==> src/rtl/mul_div_if.sv <==
// Operand/result bundle between the EX stage and the iterative multiply/divide unit.
// Also carries the unit's FSM state for observation.
interface mul_div_if #(
    parameter int WIDTH = 32
);
    logic             start_i;
    logic             flush_i;
    logic [1:0]       op_i;
    logic [WIDTH-1:0] data1_i;
    logic [WIDTH-1:0] data2_i;
    logic             stall_o;
    logic             done_o;
    logic [WIDTH-1:0] result_o;
    logic [1:0]       state_dbg;

    modport master (
        output start_i, flush_i, op_i, data1_i, data2_i,
        input  stall_o, done_o, result_o, state_dbg
    );

    modport slave (
        input  start_i, flush_i, op_i, data1_i, data2_i,
        output stall_o, done_o, result_o, state_dbg
    );
endinterface

==> src/rtl/mul_div_unit.sv <==
// Iterative unsigned multiply (shift-add) / divide (restoring) unit for the EX stage.
// One bit per cycle, WIDTH iterations; divide-by-zero finishes one cycle after start.
module mul_div_unit #(
    parameter int WIDTH = 32
) (
    input logic      clk_i,
    input logic      rst_i,
    mul_div_if.slave bus
);
    localparam int CW = $clog2(WIDTH);

    // Handshake: a start is taken only in IDLE with no flush; stall_o holds the pipeline
    // from that cycle until the result cycle, where done_o pulses once and stall_o drops
    // so the instruction advances with result_o. result_o then holds until the next result.
    typedef enum logic [1:0] {
        IDLE = 2'd0,
        BUSY = 2'd1,
        DONE = 2'd2
    } state_t;

    state_t             state_q, state_d;
    logic [CW-1:0]      count_q;
    logic [1:0]         op_q;
    logic [2*WIDTH-1:0] prod_q, mcand_q;
    logic [WIDTH-1:0]   mplier_q;
    logic [WIDTH-1:0]   rem_q, quo_q, divisor_q;
    logic [WIDTH-1:0]   result_q;

    logic               accept, div_zero, last_iter;
    logic               stall, done;
    logic [2*WIDTH-1:0] prod_nxt;
    logic [WIDTH:0]     rem_shift, rem_diff;
    logic               rem_ge;
    logic [WIDTH-1:0]   rem_nxt, quo_nxt;
    logic [WIDTH-1:0]   iter_result, dz_result;

    assign accept    = (state_q == IDLE) && bus.start_i && !bus.flush_i;
    assign div_zero  = bus.op_i[1] && (bus.data2_i == '0);
    assign last_iter = (state_q == BUSY) && (count_q == CW'(WIDTH - 1));

    // One iteration of each algorithm; both advance every BUSY cycle, op_q picks the result.
    assign prod_nxt  = mplier_q[0] ? (prod_q + mcand_q) : prod_q;
    assign rem_shift = {rem_q, quo_q[WIDTH-1]};
    assign rem_diff  = rem_shift - {1'b0, divisor_q};
    // rem_shift < 2*divisor, so the difference fits in WIDTH+1 bits and its MSB is the sign.
    assign rem_ge    = ~rem_diff[WIDTH];
    assign rem_nxt   = rem_ge ? rem_diff[WIDTH-1:0] : rem_shift[WIDTH-1:0];
    assign quo_nxt   = {quo_q[WIDTH-2:0], rem_ge};

    always_comb begin
        case (op_q)
            2'b00:   iter_result = prod_nxt[WIDTH-1:0];
            2'b01:   iter_result = prod_nxt[2*WIDTH-1:WIDTH];
            2'b10:   iter_result = quo_nxt;
            default: iter_result = rem_nxt;
        endcase
    end

    assign dz_result = bus.op_i[0] ? bus.data1_i : '1;

    always_ff @(posedge clk_i) begin
        if (rst_i) begin
            state_q <= IDLE;
        end else begin
            state_q <= state_d;
        end
    end

    always_comb begin
        state_d = state_q;
        stall   = 1'b0;
        done    = 1'b0;
        case (state_q)
            IDLE: begin
                if (accept) begin
                    stall   = 1'b1;
                    state_d = div_zero ? DONE : BUSY;
                end
            end
            BUSY: begin
                stall = 1'b1;
                if (bus.flush_i) begin
                    state_d = IDLE;
                end else if (last_iter) begin
                    state_d = DONE;
                end
            end
            DONE: begin
                done    = !bus.flush_i;
                state_d = IDLE;
            end
            default: state_d = IDLE;
        endcase
    end

    always_ff @(posedge clk_i) begin
        if (rst_i) begin
            count_q   <= '0;
            op_q      <= '0;
            prod_q    <= '0;
            mcand_q   <= '0;
            mplier_q  <= '0;
            rem_q     <= '0;
            quo_q     <= '0;
            divisor_q <= '0;
            result_q  <= '0;
        end else if (accept) begin
            count_q   <= '0;
            op_q      <= bus.op_i;
            prod_q    <= '0;
            mcand_q   <= {{WIDTH{1'b0}}, bus.data1_i};
            mplier_q  <= bus.data2_i;
            rem_q     <= '0;
            quo_q     <= bus.data1_i;
            divisor_q <= bus.data2_i;
            if (div_zero) begin
                result_q <= dz_result;
            end
        end else if ((state_q == BUSY) && !bus.flush_i) begin
            count_q  <= count_q + 1'b1;
            prod_q   <= prod_nxt;
            mcand_q  <= mcand_q << 1;
            mplier_q <= mplier_q >> 1;
            rem_q    <= rem_nxt;
            quo_q    <= quo_nxt;
            if (last_iter) begin
                result_q <= iter_result;
            end
        end
    end

    assign bus.stall_o   = stall;
    assign bus.done_o    = done;
    assign bus.result_o  = result_q;
    assign bus.state_dbg = state_q;
endmodule

==> src/flat_wrapper.sv <==
// flat-port wrapper written by rule: the top's interface ports become plain ports
module mul_div_unit_flat 
#(
    parameter int WIDTH = 32
)
  (clk_i, rst_i, bus_start_i, bus_flush_i, bus_op_i, bus_data1_i, bus_data2_i, bus_stall_o, bus_done_o, bus_result_o, bus_state_dbg);
  mul_div_if #(.WIDTH(WIDTH)) bus_i ();
  input logic clk_i;
  input logic rst_i;
  input wire logic [$bits(bus_i.start_i)-1:0] bus_start_i;
  input wire logic [$bits(bus_i.flush_i)-1:0] bus_flush_i;
  input wire logic [$bits(bus_i.op_i)-1:0] bus_op_i;
  input wire logic [$bits(bus_i.data1_i)-1:0] bus_data1_i;
  input wire logic [$bits(bus_i.data2_i)-1:0] bus_data2_i;
  output wire logic [$bits(bus_i.stall_o)-1:0] bus_stall_o;
  output wire logic [$bits(bus_i.done_o)-1:0] bus_done_o;
  output wire logic [$bits(bus_i.result_o)-1:0] bus_result_o;
  output wire logic [$bits(bus_i.state_dbg)-1:0] bus_state_dbg;
  assign bus_i.start_i = bus_start_i;
  assign bus_i.flush_i = bus_flush_i;
  assign bus_i.op_i = bus_op_i;
  assign bus_i.data1_i = bus_data1_i;
  assign bus_i.data2_i = bus_data2_i;
  assign bus_stall_o = bus_i.stall_o;
  assign bus_done_o = bus_i.done_o;
  assign bus_result_o = bus_i.result_o;
  assign bus_state_dbg = bus_i.state_dbg;
  mul_div_unit #(.WIDTH(WIDTH)) u_core (.clk_i(clk_i), .rst_i(rst_i), .bus(bus_i));
endmodule
==> config.mk <==
export PLATFORM = sky130hd
export DESIGN_NAME = mul_div_unit_flat
export DESIGN_NICKNAME = d
export VERILOG_FILES = /design/src/rtl/mul_div_if.sv /design/src/rtl/mul_div_unit.sv /design/src/flat_wrapper.sv
export SDC_FILE = /design/constraint.sdc
export NUM_CORES = 1
export LEC_CHECK = 0
export CAP_MARGIN = 10
export CORE_MARGIN = 4
export CORE_UTILIZATION = 55
export CTS_CLUSTER_SIZE = 12
export DETAILED_ROUTE_END_ITERATION = 12
export PLACE_DENSITY_LB_ADDON = 0.05
export SLEW_MARGIN = 20
export SYNTH_ARGS = -nofsm -noshare
export SYNTH_HDL_FRONTEND = slang
export SYNTH_SLANG_ARGS = --single-unit
==> constraint.sdc <==
create_clock -name clk_i -period 6.8 [get_ports clk_i]
set_input_delay 1.7 -clock clk_i [delete_from_list [all_inputs] [get_ports clk_i]]
set_output_delay 1.7 -clock clk_i [all_outputs]
set_load 0.02 [all_outputs]
# --- After elaboration in Yosys (flattened, before gate mapping) ---
# Cells that the tools add are included.
op_classes:
  n_bitwise: 1
  n_eq_ne: 8
  reduce_logical: 14
  add_sub_neg: 3
  muxes: 22
ops:
  columns: ["operator", "count"]
  rows:
  - ["32-bit 2-to-1 mux", 12]
  - ["32-bit case mux with 3 select lines", 1]
  - ["64-bit adder", 1]
  - ["64-bit 2-to-1 mux", 1]
  - ["33-bit by 32-bit subtractor with 33-bit output", 1]
  - ["32-bit zero test", 1]
  - ["2-bit 2-to-1 mux", 4]
  - ["5-bit by 1-bit adder with 5-bit output, second input constant", 1]
  - ["5-bit == test, second input constant", 1]
  - ["1-bit logical AND", 5]
  - ["2-bit by 1-bit == test with 1-bit output, second input constant", 2]
  - ["2-bit == test, second input constant", 2]
  - ["2-bit zero test", 2]
  - ["2-bit case mux with 2 select lines", 1]
  - ["2-bit nonzero test", 2]
  - ["3-bit by 2-bit inequality test with 1-bit output, second input constant", 1]
  - ["3-bit AND reduction", 1]
  - ["1-bit 2-to-1 mux", 2]
  - ["2-bit by 1-bit inequality test with 1-bit output, second input constant", 1]
  - ["2-bit inequality test, second input constant", 1]
  - ["1-bit case mux with 2 select lines", 1]
  - ["2-bit AND reduction", 1]
  - ["2-bit OR reduction", 1]
  - ["1-bit zero test", 1]
  - ["1-bit NOT", 1]
word_totals:
  inputBits: 70
  output_inout_bits: 36
  register_bits: 297

# --- Depth between registers and ports, before layout ---
depth:
  depth_word: 6
  ltp_mapped: 16
  ltp_nobuf: 13

# --- Worst setup path before layout ---
# No wires, ideal clock.
synth_timing:
  kind: "in2out"
  startpoint: "input bus_flush_i"
  endpoint: "output bus_stall_o"
  t_arrival_ns: 2.698
  stages: 5
  path_buffers: 2
  t_required_ns: 5.100
  path_slack_ns: 2.402
  cell_sequence: "nor2_1 > nand3b_1 > clkbuf_1 > clkbuf_1 > nand2_1"
synth_between:
  elab_chain_len: 4
synth_lines:
  columns: ["item", "line_no", "rtl"]
  rows:
  - ["start, declared", "flat_wrapper.sv:11", "input wire logic [$bits(bus_i.flush_i)-1:0] bus_flush_i;"]
  - ["1-bit zero test", "mul_div_unit.sv:37", "assign accept = (state_q == IDLE) && bus.start_i && !bus.flush_i;"]
  - ["1-bit logical AND", "mul_div_unit.sv:37", null]
  - ["1-bit 2-to-1 mux", "mul_div_unit.sv:75", "if (accept) begin"]
  - ["1-bit case mux with 2 select lines", "mul_div_unit.sv:73", "case (state_q)"]
  - ["end, declared", "flat_wrapper.sv:15", "output wire logic [$bits(bus_i.stall_o)-1:0] bus_stall_o;"]
# No other way between the ends.

# --- Final worst setup path ---
layout_timing:
  startpoint: "input bus_data2_i[19]"
  endpoint: "register u_core.result_q[11] (netlist: u_core.bus.result_o[11])"
layout_between:
  elab_chain_len: 4
layout_lines:
  columns: ["item", "line_no", "rtl"]
  rows:
  - ["start, declared", "flat_wrapper.sv:14", "input wire logic [$bits(bus_i.data2_i)-1:0] bus_data2_i;"]
  - ["32-bit zero test", "mul_div_unit.sv:38", "assign div_zero = bus.op_i[1] && (bus.data2_i == '0);"]
  - ["1-bit logical AND", "mul_div_unit.sv:38", null]
  - ["2-bit inequality test (no source line)", null, null]
  - ["3-bit AND reduction (no source line)", null, null]
  - ["end signal, assigned", "mul_div_unit.sv:117", "result_q <= dz_result;"]
  - ["end signal, assigned", "mul_div_unit.sv:127", "result_q <= iter_result;"]
  - ["end, declared", "mul_div_unit.sv:27", "logic [WIDTH-1:0] result_q;"]
# No other way between the ends.
# A chain may end at the register's enable or synchronous reset.

==> impl_metrics.toml <==
[setup_path]
crit_required_ns = 7.24
worst_ep_arrival_time_ns = 5.56
worstSetupEndpointType = "flop"
ff2ff_path_depth = 14
timing.critical_path.fanout_max = 33
startpoint_type = "input pin"
ff2ff_setup_slack_ns = 1.78
crit_type = "input pin to flop"

[sta]
timing.clock.skew_ns = 0.0304
layout_min_cycle_time_ns = 5.12
maxSlewHeadroom = 0.266
report.final.hold_viol_count = 0
setup_viol = 0
final-max-slew-violation-count = 0
rsz0062_at_grt = "no"
timing.setup.tns_ns = 0
fmaxAchievable_mhz = 195
timing_worst_slew_pin_value_ns = 1.10
fin_crit_sh = 0.753

[logic_synthesis]
synth_area_leaders = "dfxtp_1, nand2_1, a21oi_1"
synth_cells = 2540
postSynth.topFlopCell = "dfxtp_1"
synth_seq_area_share = 0.320
ys_types = 81
synth-warning-count = 0
syn-num-nets = 2709
avgSynthCellArea_um2 = 7.32
synthesis.area_mm2 = 0.0186
async_reset_ff_frac = 0
synthDominantCellAreaShare = 0.320
synth-edff-count = 0
postSynthRegisterBits = 297
library_cell_occupying_the_most_area_in_the_post_synthesis_netlist = "dfxtp_1"

[route]
wl_per_cell_um = 23.1
drt.antenna.violating_nets = 0
drc = 0
drt-total-wl_mm = 69.3
drt-pass1-iter-count = 7
num_vias = 19400
drt_first_iter_violations = 2146
via_per_inst = 6.47

[placement]
place.port_buffers = 105
gp_routability_congestion = 0.996
hpwl_mm = 51.0

[die]
die-width_um = 192
dieArea_mm2 = 0.0368
io_pins = 106
floorplan.core_area_mm2 = 0.0334
floorplan_row_count = 67
fp.dieH_um = 192
initial_utilization = 0.556

[global_route]
grt_pass1_vias = 17600
grt-ovfl-total = 0
largest_net_degree_at_the_start_of_global_routing = 213
globalRouteTotalUtil = 0.364
antenna_found_initial = 0
first_pass_grt_wire_length_mm = 105

[job]
cap_viol_max_count = 0

[final_layout]
n_antenna_cell = 0
final_layout_size_suffix_gt1_frac = 0.0490
nFillCells = 3068
mostFrequentLayoutCells = "nand2_1, dfxtp_1, a21oi_1"
num-nets-final = 2696
area_growth_pct = 12.6
layout.cells.most_common = "nand2_1"

[clock_network]
postCtsResizedCells = 0
post-cts-setup-buffer-count = 0
tritoncts_clock_tree = "done"
clk_root_buffer_cell = "clkbuf_16"
clkSinkCount = 297
cts-hold-fix-buffers = 0
clk_latency_ns = 0.54
clock_path_buffers = 3
cts.clk_slew.worst_paths_ns = 0.06
cts-htree-levels = 2
numCtsBuffers = 36

[worst_hold_path]
hold-path-cell-count = 2
hp-class = "flop to flop"

[power]
leakage_uw = 0.00744
power_density_mw_per_mm2 = 222
power.total_uw = 4640
max-vdd-ir-drop_mv = 0.186

[outcome]
outcome = "finished clean"
[critical path: stages]
cell and delay [ns]:
clkdlybuf4s50_1 0.42, nor4_1 0.52, nand4_1 0.15, nor3_1 0.54, a21oi_4 0.35, or2_2 0.53
inv_1 0.41, o21ai_0 0.22, a2111oi_0 0.42, o21ai_0 0.15, o211ai_1 0.13
[sequential cells by signal, indices dropped and copies added, names as in the netlist]
name / cells
u_core.mcand_q: 64
u_core.prod_q: 64
u_core.bus.result_o: 32
u_core.divisor_q: 32
u_core.mplier_q: 32
u_core.quo_q: 32
u_core.rem_q: 32
u_core.count_q: 5
u_core.bus.state_dbg: 2
u_core.op_q: 2
[report_power, final]
| group | switching [uW] | internal, uW |
|---|---|---|
| Clock | 794 | 1210 |
| Combinational | 524 | 284 |
| Sequential | 41.8 | 1790 |
| Total | 1360 | 3280 |
[worst paths after layout]
path / startpoint / endpoint
max: bus_data2_i[19] / u_core.bus.result_o[11]$_SDFFE_PP0P_
min: u_core.divisor_q[23]$_SDFFE_PP0P_ / u_core.divisor_q[23]$_SDFFE_PP0P_
max reg2reg: u_core.quo_q[31]$_SDFFE_PP0P_ / u_core.bus.result_o[14]$_SDFFE_PP0P_
min reg2reg: u_core.divisor_q[23]$_SDFFE_PP0P_ / u_core.divisor_q[23]$_SDFFE_PP0P_
[final cells by class]
type                            count  area, um^2  area share
Multi-Input combinational cell   2007       11800       0.562
Sequential cell                   297        5950       0.284
Timing Repair Buffer              125        1230      0.0586
Clock buffer                       50        1020      0.0490
Tap cell                          448         561      0.0268
Inverter                           60         225      0.0108
Clock inverter                     13         179     0.00855
[routing by layer]
metal / global-route usage / up-vias / routed length, um
li1: - / 9047 / -
met1: 0.497 / 9186 / 29000
met2: 0.560 / 987 / 30200
met3: 0.0643 / 191 / 6200
met4: 0.172 / 0 / 3910
met5: 0 / - / 0
[cell families (layout without fill, tap and decap cells)]
family / Yosys count / count (layout) / share of synthesized area
multiplexers: 48 / 48 / 0.0293
adder cells (fa/ha/maj): 99 / 99 / 0.0674
flip-flops: 297 / 297 / 0.320
XOR/XNOR: 89 / 89 / 0.0419
AO/OA/AOI/OAI: 797 / 797 / 0.267
AND/OR/NAND/NOR: 974 / 974 / 0.224
buffers and inverters: 236 / 248 / 0.0499
[cells in the mapped netlist, types with 14 or more instances]
cell type  instances
nand2_1          569
dfxtp_1          297
a21oi_1          278
nor2_1           186
clkbuf_1         157
o21ai_0          130
a31oi_1          111
ha_1              97
inv_1             59
a211oi_1          58
xnor2_1           58
nor3_1            40
nand4_1           39
nand3_1           37
a21o_1            34
mux2i_1           32
xor2_1            31
o211ai_1          25
o21a_1            20
nor4_1            17
or3_1             14
[per-stage QoR]
stage | cell area [um^2] | utilization | instances | setup WS [ns] | hold WS (ns)
global route | 20900 | 0.626 | 3000 | 1.46 | 0.470
finish | 20900 | 0.626 | 3000 | 1.68 | 0.454
floorplan | 18600 | - | 2540 | 2.40 | 0.436
CTS | 20900 | 0.626 | 3000 | 1.71 | 0.456
global placement | 19700 | 0.590 | 2937 | 1.25 | 0.442
detailed placement | 19700 | 0.590 | 2937 | 1.17 | 0.448
Note: power is estimated with default switching activity, not from simulation.
